==> src/rtl/mem_port_arbiter.sv <==
// Round-robin arbiter sharing one done-handshake main-memory port between
// two requesters, with a BUSY watchdog that turns a hung transfer into an error.
module mem_port_arbiter #(
  parameter int ADDR_W  = 10,
  parameter int LINE_W  = 128,
  parameter int TIMEOUT = 16,
  parameter int CNT_W   = 5
) (
  input  logic              clock,
  input  logic              reset,
  input  logic              req0,
  input  logic              req1,
  input  logic              read_write0,
  input  logic              read_write1,
  input  logic [ADDR_W-1:0] address0,
  input  logic [ADDR_W-1:0] address1,
  input  logic [LINE_W-1:0] write_data0,
  input  logic [LINE_W-1:0] write_data1,
  output logic [LINE_W-1:0] read_data0,
  output logic [LINE_W-1:0] read_data1,
  output logic              done0,
  output logic              done1,
  output logic              err0,
  output logic              err1,
  output logic              mem_req,
  output logic              mem_read_write,
  output logic [ADDR_W-1:0] mem_address,
  output logic [LINE_W-1:0] mem_write_data,
  input  logic [LINE_W-1:0] mem_read_data,
  input  logic              mem_done
);

  typedef enum logic [1:0] {IDLE, BUSY, RESP} state_t;

  localparam bit               WD_EN   = (TIMEOUT != 0);
  localparam logic [CNT_W-1:0] WD_LAST = CNT_W'(WD_EN ? TIMEOUT - 1 : 0);

  logic [1:0]             req, rw;
  logic [1:0][ADDR_W-1:0] addr;
  logic [1:0][LINE_W-1:0] wdata;

  assign req   = {req1, req0};
  assign rw    = {read_write1, read_write0};
  assign addr  = {address1, address0};
  assign wdata = {write_data1, write_data0};

  state_t                 state_q, state_d;
  logic                   gnt_q, gnt_d;
  logic                   last_q, last_d;
  logic [CNT_W-1:0]       wd_q, wd_d;
  logic                   mreq_q, mreq_d;
  logic                   mrw_q, mrw_d;
  logic [ADDR_W-1:0]      maddr_q, maddr_d;
  logic [LINE_W-1:0]      mwdata_q, mwdata_d;
  logic [1:0][LINE_W-1:0] rdata_q, rdata_d;
  logic [1:0]             done_q, done_d;
  logic [1:0]             err_q, err_d;
  logic                   pick;

  always_comb begin
    state_d  = state_q;
    gnt_d    = gnt_q;
    last_d   = last_q;
    wd_d     = wd_q;
    mreq_d   = mreq_q;
    mrw_d    = mrw_q;
    maddr_d  = maddr_q;
    mwdata_d = mwdata_q;
    rdata_d  = rdata_q;
    done_d   = '0;
    err_d    = '0;
    pick     = 1'b0;
    case (state_q)
      IDLE: begin
        if (|req) begin
          // On a tie the requester that did not win last time goes first.
          pick     = (&req) ? ~last_q : req[1];
          gnt_d    = pick;
          last_d   = pick;
          mrw_d    = rw[pick];
          maddr_d  = addr[pick];
          mwdata_d = wdata[pick];
          mreq_d   = 1'b1;
          wd_d     = '0;
          state_d  = BUSY;
        end
      end
      BUSY: begin
        if (mem_done) begin
          mreq_d = 1'b0;
          if (!mrw_q) rdata_d[gnt_q] = mem_read_data;
          done_d[gnt_q] = 1'b1;
          state_d = RESP;
        end else if (WD_EN && wd_q == WD_LAST) begin
          mreq_d = 1'b0;
          done_d[gnt_q] = 1'b1;
          err_d[gnt_q]  = 1'b1;
          state_d = RESP;
        end else if (WD_EN) begin
          wd_d = wd_q + 1'b1;
        end
      end
      RESP:    state_d = IDLE;
      default: state_d = IDLE;
    endcase
  end

  always_ff @(posedge clock or posedge reset) begin
    if (reset) begin
      state_q  <= IDLE;
      gnt_q    <= 1'b0;
      last_q   <= 1'b1;
      wd_q     <= '0;
      mreq_q   <= 1'b0;
      mrw_q    <= 1'b0;
      maddr_q  <= '0;
      mwdata_q <= '0;
      rdata_q  <= '0;
      done_q   <= '0;
      err_q    <= '0;
    end else begin
      state_q  <= state_d;
      gnt_q    <= gnt_d;
      last_q   <= last_d;
      wd_q     <= wd_d;
      mreq_q   <= mreq_d;
      mrw_q    <= mrw_d;
      maddr_q  <= maddr_d;
      mwdata_q <= mwdata_d;
      rdata_q  <= rdata_d;
      done_q   <= done_d;
      err_q    <= err_d;
    end
  end

  assign read_data0     = rdata_q[0];
  assign read_data1     = rdata_q[1];
  assign done0          = done_q[0];
  assign done1          = done_q[1];
  assign err0           = err_q[0];
  assign err1           = err_q[1];
  assign mem_req        = mreq_q;
  assign mem_read_write = mrw_q;
  assign mem_address    = maddr_q;
  assign mem_write_data = mwdata_q;

endmodule

==> config.mk <==
export PLATFORM = sky130hd
export DESIGN_NAME = mem_port_arbiter
export DESIGN_NICKNAME = d
export VERILOG_FILES = /design/src/rtl/mem_port_arbiter.sv
export SDC_FILE = /design/constraint.sdc
export NUM_CORES = 1
export LEC_CHECK = 0
export BUFFER_PORTS_ARGS = -buffer_cell sky130_fd_sc_hd__buf_2
export CAP_MARGIN = 10
export CORE_AREA = 5 5 317 319
export CTS_BUF_LIST = sky130_fd_sc_hd__clkbuf_4 sky130_fd_sc_hd__clkbuf_8
export DETAILED_ROUTE_END_ITERATION = 12
export DIE_AREA = 0 0 322 324
export PLACE_DENSITY = 0.42
export SYNTH_ARGS = -nofsm -noshare
export SYNTH_HDL_FRONTEND = slang
export SYNTH_SLANG_ARGS = --single-unit
==> constraint.sdc <==
create_clock -name clock -period 18.4 [get_ports clock]
set_clock_uncertainty 0.15 [all_clocks]
set_input_delay 1.84 -clock clock [delete_from_list [all_inputs] [get_ports clock]]
set_output_delay 1.84 -clock clock [all_outputs]
set_load 0.01 [all_outputs]
==> impl_metrics.json, run 1 <==
{
  "setup-violations-final": 0,
  "p_leak_nw": 11.40,
  "cts_buffers": 80,
  "holdWs_ns": 0.3488,
  "drive_above_1_share_pct": 77.22,
  "die_w_um": 322,
  "via_per_inst": 3.751,
  "cp_max_fo": 71,
  "crit_arrival_ns": 4.48,
  "timing.final.ws_setup_ns": 14.28,
  "nets": 2300,
  "hold_violations": 0,
  "ys_types": 32,
  "yosys.area.top_type": "dfrtp_1",
  "period_needed_ns": 4.118,
  "vias": 12150,
  "max-vdd-ir-drop_mv": 0.09146,
  "syn_to_final_growth_pct": 41.81,
  "grt_usage_pct": 10.97,
  "synth_top_area_share_pct": 60.27,
  "power_mw": 4.154,
  "period_share_pct": 22.38,
  "synth_area_leaders": "dfrtp_1 (60%), mux2_2 (36%), buf_2 (0.86%), clkbuf_8 (0.65%), buf_4 (0.44%)",
  "reg2reg_to": "mem_read_write",
  "syn_area_um2": 16940,
  "drcViolationCount": 0,
  "row_count": 115,
  "rsz0062_at_grt": "no",
  "core-area_um2": 97560,
  "clockBufferDepth": 3,
  "syn_area_per_cell_um2": 16.21,
  "ctsHtreeMaxLevel": 3,
  "gp_congestion": 0.8305,
  "ys_seq_elements": 409,
  "synthFlopType": "dfrtp_1",
  "start_util_pct": 17.36,
  "r2r-start": "state_q[0]",
  "die_h_um": 324,
  "cp.required_ns": 18.76,
  "critPathKind": "primary input to flop",
  "grt_max_degree": 127,
  "worst_pin_slew_ns": 1.071,
  "reg2reg_depth": 5,
  "m1WireLength_mm": 22.40,
  "finalSetupTns_ns": 0,
  "ff2ff_setup_slack_ns": 14.86,
  "synth-seq-area-share_pct": 60.43,
  "dpl.hpwl_mm": 46.47,
  "maxSlewViolCount": 0,
  "syn-num-nets": 1458,
  "boundaryPins": 811,
  "cts_tree": "yes",
  "whs_path_depth": 1,
  "dieArea_um2": 104300,
  "clockRootBuffer": "clkbuf_8",
  "grt_pass1_vias": 13600,
  "maxSlewHeadroom_pct": 28.58,
  "netlist_top_cells_count": "mux2_2 (534), dfrtp_1 (408), buf_2 (29)",
  "synthArstFlopShare_pct": 100.0,
  "overflow": 0,
  "dp_slack_ns": 13.58,
  "ant_nets": 0,
  "routedWlPerCell_um": 18.90,
  "wl_met2_mm": 32.69,
  "hold-path-endpoint": "read_data0[69]",
  "route.met3.wl_mm": 4.219,
  "drt_iter0_drc": 287,
  "hold_buffers": 0,
  "critPathCaptureType": "flop",
  "io_buffers": 810,
  "timing.fmax_ghz": 0.2428,
  "clk_latency_ns": 0.65,
  "wl_mm": 61.22,
  "min_path_type": "flop to flop",
  "maxCapViolCount": 0,
  "grt_pass1_wl_mm": 87.19,
  "outcome": "finished clean",
  "netlist_instances": 1045,
  "drt-pass1-iter-count": 4,
  "antenna_found_initial": 8,
  "cts-resized-gates": 0,
  "cts_sinks": 409,
  "top_layer": "met5",
  "clkTransAtPathRegs_ns": 0.05,
  "setup.worst_path.start_class": "primary input",
  "post_cts_buffers": 0,
  "synth_edf_count": 0,
  "hp-start": "read_data0[69]",
  "yosysMostFrequentCell": "mux2_2",
  "yosysWarnings": 0,
  "power_per_cell_area_nw_per_um2": 173.0
}
[power breakdown]
group	total, mW	switching (mW)	internal, mW
Combinational	1.61	0.802	0.807
Sequential	1.58	0.231	1.35
Clock	0.964	0.413	0.551
Total	4.15	1.45	2.71
[worst max-delay path, stage by stage]
cell and delay, ns:
buf_2 0.12, a21bo_4 0.82, buf_4 0.87, mux2_2 0.42
mux2_2 0.26
[registers in the layout, indices dropped and copies added (netlist names), 2 cells and up]
name            flops
done_q              2
err_q               2
mem_address        10
mem_write_data    128
read_data0        128
read_data1        128
state_q             2
wd_q                5
[area by class of cell]
class | count | area (um^2)
tap | 1287 | 1610
sequential | 409 | 10240
antenna | 7 | 17.52
timing repair buffer | 821 | 4161
inverter | 4 | 22.52
fill | 10460 | 73540
clock buffer | 123 | 1543
multi-input combinational | 571 | 6279
clock inverter | 17 | 151.4
[worst max path at each step]
stage / from / end / cells past startpoint
3_5_place_dp: req1 / mem_write_data[64] / 5
4_1_cts: req1 / mem_read_write / 6
3_3_place_gp: req0 / mem_read_write / 6
2_1_floorplan: reset / done_q[0] / 1
5_1_grt: req1 / mem_read_write / 6
6_report: req1 / mem_read_write / 5
[through the flow]
step	cells	cell area, um^2	util [%]
2_1_floorplan	1045	16940	-
3_3_place_gp	3092	22310	22.87
3_5_place_dp	3092	22310	22.87
4_1_cts	3232	24000	24.60
5_1_grt	3236	24010	24.61
6_report	3239	24020	24.62
[cells by family after synthesis]
logic type      Yosys count  synth area share (%)
mux                     535                 35.56
buf+inv                  65                 2.615
fa+ha+maj                 2                0.1477
flops                   409                 60.43
compound gates           14                0.4950
simple gates             20                0.7535
[cells in the final DEF (no fill, tap or decap), types with 2 or more instances in the layout]
cell        netlist  final
a21oi_1           2      2
buf_12            0      2
buf_2            29    810
buf_4            10      9
clkbuf_4          0     24
clkbuf_8          8     99
clkinv_2          0      8
clkinvlp_4        0      3
dfrtp_1         408    408
diode_2           0      7
ha_1              2      2
inv_1             4      3
inv_6             0      3
mux2_2          534    534
nor2_1            7      6
nor3_1            2      2
o21ai_0           7      7
[routing by layer]
metal | vias to the layer above | track usage [%]
met5 | - | 0
met4 | 2 | 4.650
met3 | 107 | 3.194
met2 | 416 | 19.98
met1 | 6185 | 11.89
li1 | 5441 | -
No activity file was read; power rests on OpenSTA's default activity.
==> inputs of run 2 (changes only) <==
Settings changed: ABC_AREA from default to 1, CORE_AREA 5 5 317 319 to 5 5 313 315, DIE_AREA 0 0 322 324 to 0 0 318 320, PLACE_DENSITY 0.42 to 0.46.
Clock period 18.4 ns to 3.4 ns, I/O delays scaled along.
==> impl_metrics.json, run 2 <==
{
  "outcome": "finished clean",
  "placement.cell_area_um2": 23460,
  "synthAdderAreaFrac_pct": 0.1388,
  "power_per_cell_area_nw_per_um2": 805.2,
  "p_leak_nw": 15.81,
  "drt-pass1-iter-count": 5,
  "ant_nets": 0,
  "crit_arrival_ns": 3.06,
  "gp_congestion": 0.8220,
  "maxCapViolCount": 0,
  "antenna_found_initial": 26,
  "timing.final.ws_setup_ns": 0.7988,
  "period_share_pct": 76.51,
  "grt_usage_pct": 15.13,
  "multiInputGateArea_um2": 6153,
  "power_mw": 23.70,
  "start_util_pct": 19.06,
  "synth-seq-area-share_pct": 56.78,
  "mostFrequentLayoutCells": "nand2_1 (817), buf_2 (810), dlygate4sd3_1 (410), dfrtp_1 (408), inv_1 (263)",
  "fin_cells": 4727,
  "clk_latency_ns": 0.69,
  "io_buffers": 810,
  "postLayoutCellArea_um2": 29430,
  "grt_pass1_vias": 19230,
  "netlist_top_cells_count": "nand2_1 (817), dfrtp_1 (408), inv_1 (264)",
  "netlist_instances": 2191,
  "boundaryPins": 811,
  "hold_buffers": 410,
  "die_w_um": 318,
  "syn_area_per_cell_um2": 8.228,
  "drive_above_1_share_pct": 30.23,
  "min_path_type": "primary input to flop",
  "ys_types": 29,
  "yosysMostFrequentCell": "nand2_1",
  "synth_top_family_by_area": "simple AND/OR/NAND/NOR gates",
  "n_fill_cell": 10140,
  "core-area_um2": 94590,
  "via_per_inst": 3.935,
  "synth_mux_area_share_pct": 0,
  "timing.fmax_ghz": 0.3844,
  "yosys.area.top_type": "dfrtp_1",
  "clockBufferDepth": 3,
  "wl_mm": 80.12,
  "post_cts_buffers": 0,
  "ctsHtreeMaxLevel": 3,
  "yosysWarnings": 0,
  "synth_edf_count": 0,
  "final_common_cell": "nand2_1",
  "grt_pass1_wl_mm": 119.6,
  "vias": 18600,
  "cts_tree": "yes",
  "maxSlewHeadroom_pct": 49.04,
  "cts_sinks": 409,
  "dieArea_um2": 101800,
  "routedWlPerCell_um": 16.95,
  "worst_pin_slew_ns": 0.7644,
  "synth_top_area_share_pct": 56.63,
  "dp_slack_ns": 1.152,
  "syn-num-nets": 2604,
  "ff_latch_area_um2": 10240,
  "rsz0062_at_grt": "no",
  "ys_seq_elements": 409,
  "nets": 3803,
  "drt_iter0_drc": 1104,
  "hold_violations": 0,
  "period_needed_ns": 2.601,
  "clkTransAtPathRegs_ns": 0.05,
  "row_count": 113,
  "dp_cells": 4164,
  "cts_buffers": 79,
  "drcViolationCount": 0,
  "critPathCaptureType": "flop",
  "synth-simple-area-share_pct": 26.06,
  "setup-violations-final": 0,
  "max-vdd-ir-drop_mv": 0.3952,
  "cts-resized-gates": 0,
  "die_h_um": 320,
  "cp_max_fo": 60,
  "cp.required_ns": 3.85,
  "overflow": 0,
  "synth_area_leaders": "dfrtp_1 (57%), nand2_1 (17%), o21ai_0 (5.9%), inv_1 (5.5%), nand3_1 (4.0%)",
  "clockRootBuffer": "clkbuf_8",
  "synthFlopType": "dfrtp_1",
  "synthArstFlopShare_pct": 100.0,
  "syn_area_um2": 18030,
  "grt_max_degree": 129,
  "syn_to_final_growth_pct": 63.23,
  "dpl.hpwl_mm": 57.92,
  "finalSetupTns_ns": 0,
  "maxSlewViolCount": 0,
  "synth_xor_area_share_pct": 0,
  "synth-compound-area-share_pct": 7.717,
  "critPathKind": "flop to flop",
  "setup.worst_path.start_class": "flop"
}
-- run 2: changes by cell type in the layout (fill, tap and decap cells not counted), sizes merged, moves of 10 or more --
cell,previous run,this run
a21o,0,10
buf,821,840
dlygate4sd3,0,410
inv,8,272
mux2,534,0
nand2,0,819
nand3,1,145
o21ai,7,260
or2,1,129
-- run 2: worst max-delay path: stages (launching register included) --
cell and delay [ns]:
dfstp_2 0.53, nand2_1 0.14, nand2_8 0.30, buf_4 0.39, or2_0 0.23, nand3_1 0.11, dlygate4sd3_1 0.60, nand2_1 0.06
-- run 2: cells by family (layout without fill, tap and decap cells) --
kind of cell	after synthesis	in the layout
compound gates	272	272
simple gates	1109	1109
other cells	0	9
flops	409	409
fa+ha+maj	2	2
buf+inv	399	1661
-- run 2: path summary, 6_finish.rpt --
kind                                    from            endpoint  slack [ns]  cells past startpoint
max                                   last_q  mem_write_data[57]        0.80                      7
min                                     req0              last_q        0.16                      5
max reg2reg                           last_q  mem_write_data[57]        0.80                      7
min reg2reg                mem_write_data[3]   mem_write_data[3]        0.32                      2
max in group asynchronous              reset      read_data1[77]        1.45                      6
min in group asynchronous              reset  mem_write_data[11]        0.61                      4
-- run 2: layout make-up --
type	count	share of cell area, %
Sequential cell	409	34.78
Inverter	267	3.435
Antenna cell	9	0.07653
Multi-Input combinational cell	1383	20.91
Timing Repair Buffer	1250	29.17
Clock buffer	127	5.557
Clock inverter	17	0.6930
Tap cell	1265	5.378
-- run 2: report_power, final --
| group | internal (mW) | total, mW | switching (mW) |
|---|---|---|---|
| registers | 7.11 | 8.31 | 1.20 |
| clock network | 3.31 | 5.67 | 2.36 |
| logic | 3.93 | 9.72 | 5.78 |
-- run 2: per-layer routing --
metal,vias up,global-route usage (%),routed length [um]
li1,9111,-,-
met1,8587,17.68,32260
met2,742,25.17,37650
met3,147,6.216,7839
met4,14,5.319,2297
met5,-,0,81
-- run 2: metrics by stage --
step / hold WS, ns / util, %
finish: 0.1629 / 31.11
detailed placement: 0.1769 / 24.81
global route: 0.1177 / 31.10
CTS: 0.03541 / 31.09
floorplan: 0.2621 / -
global placement: 0.1739 / 24.81
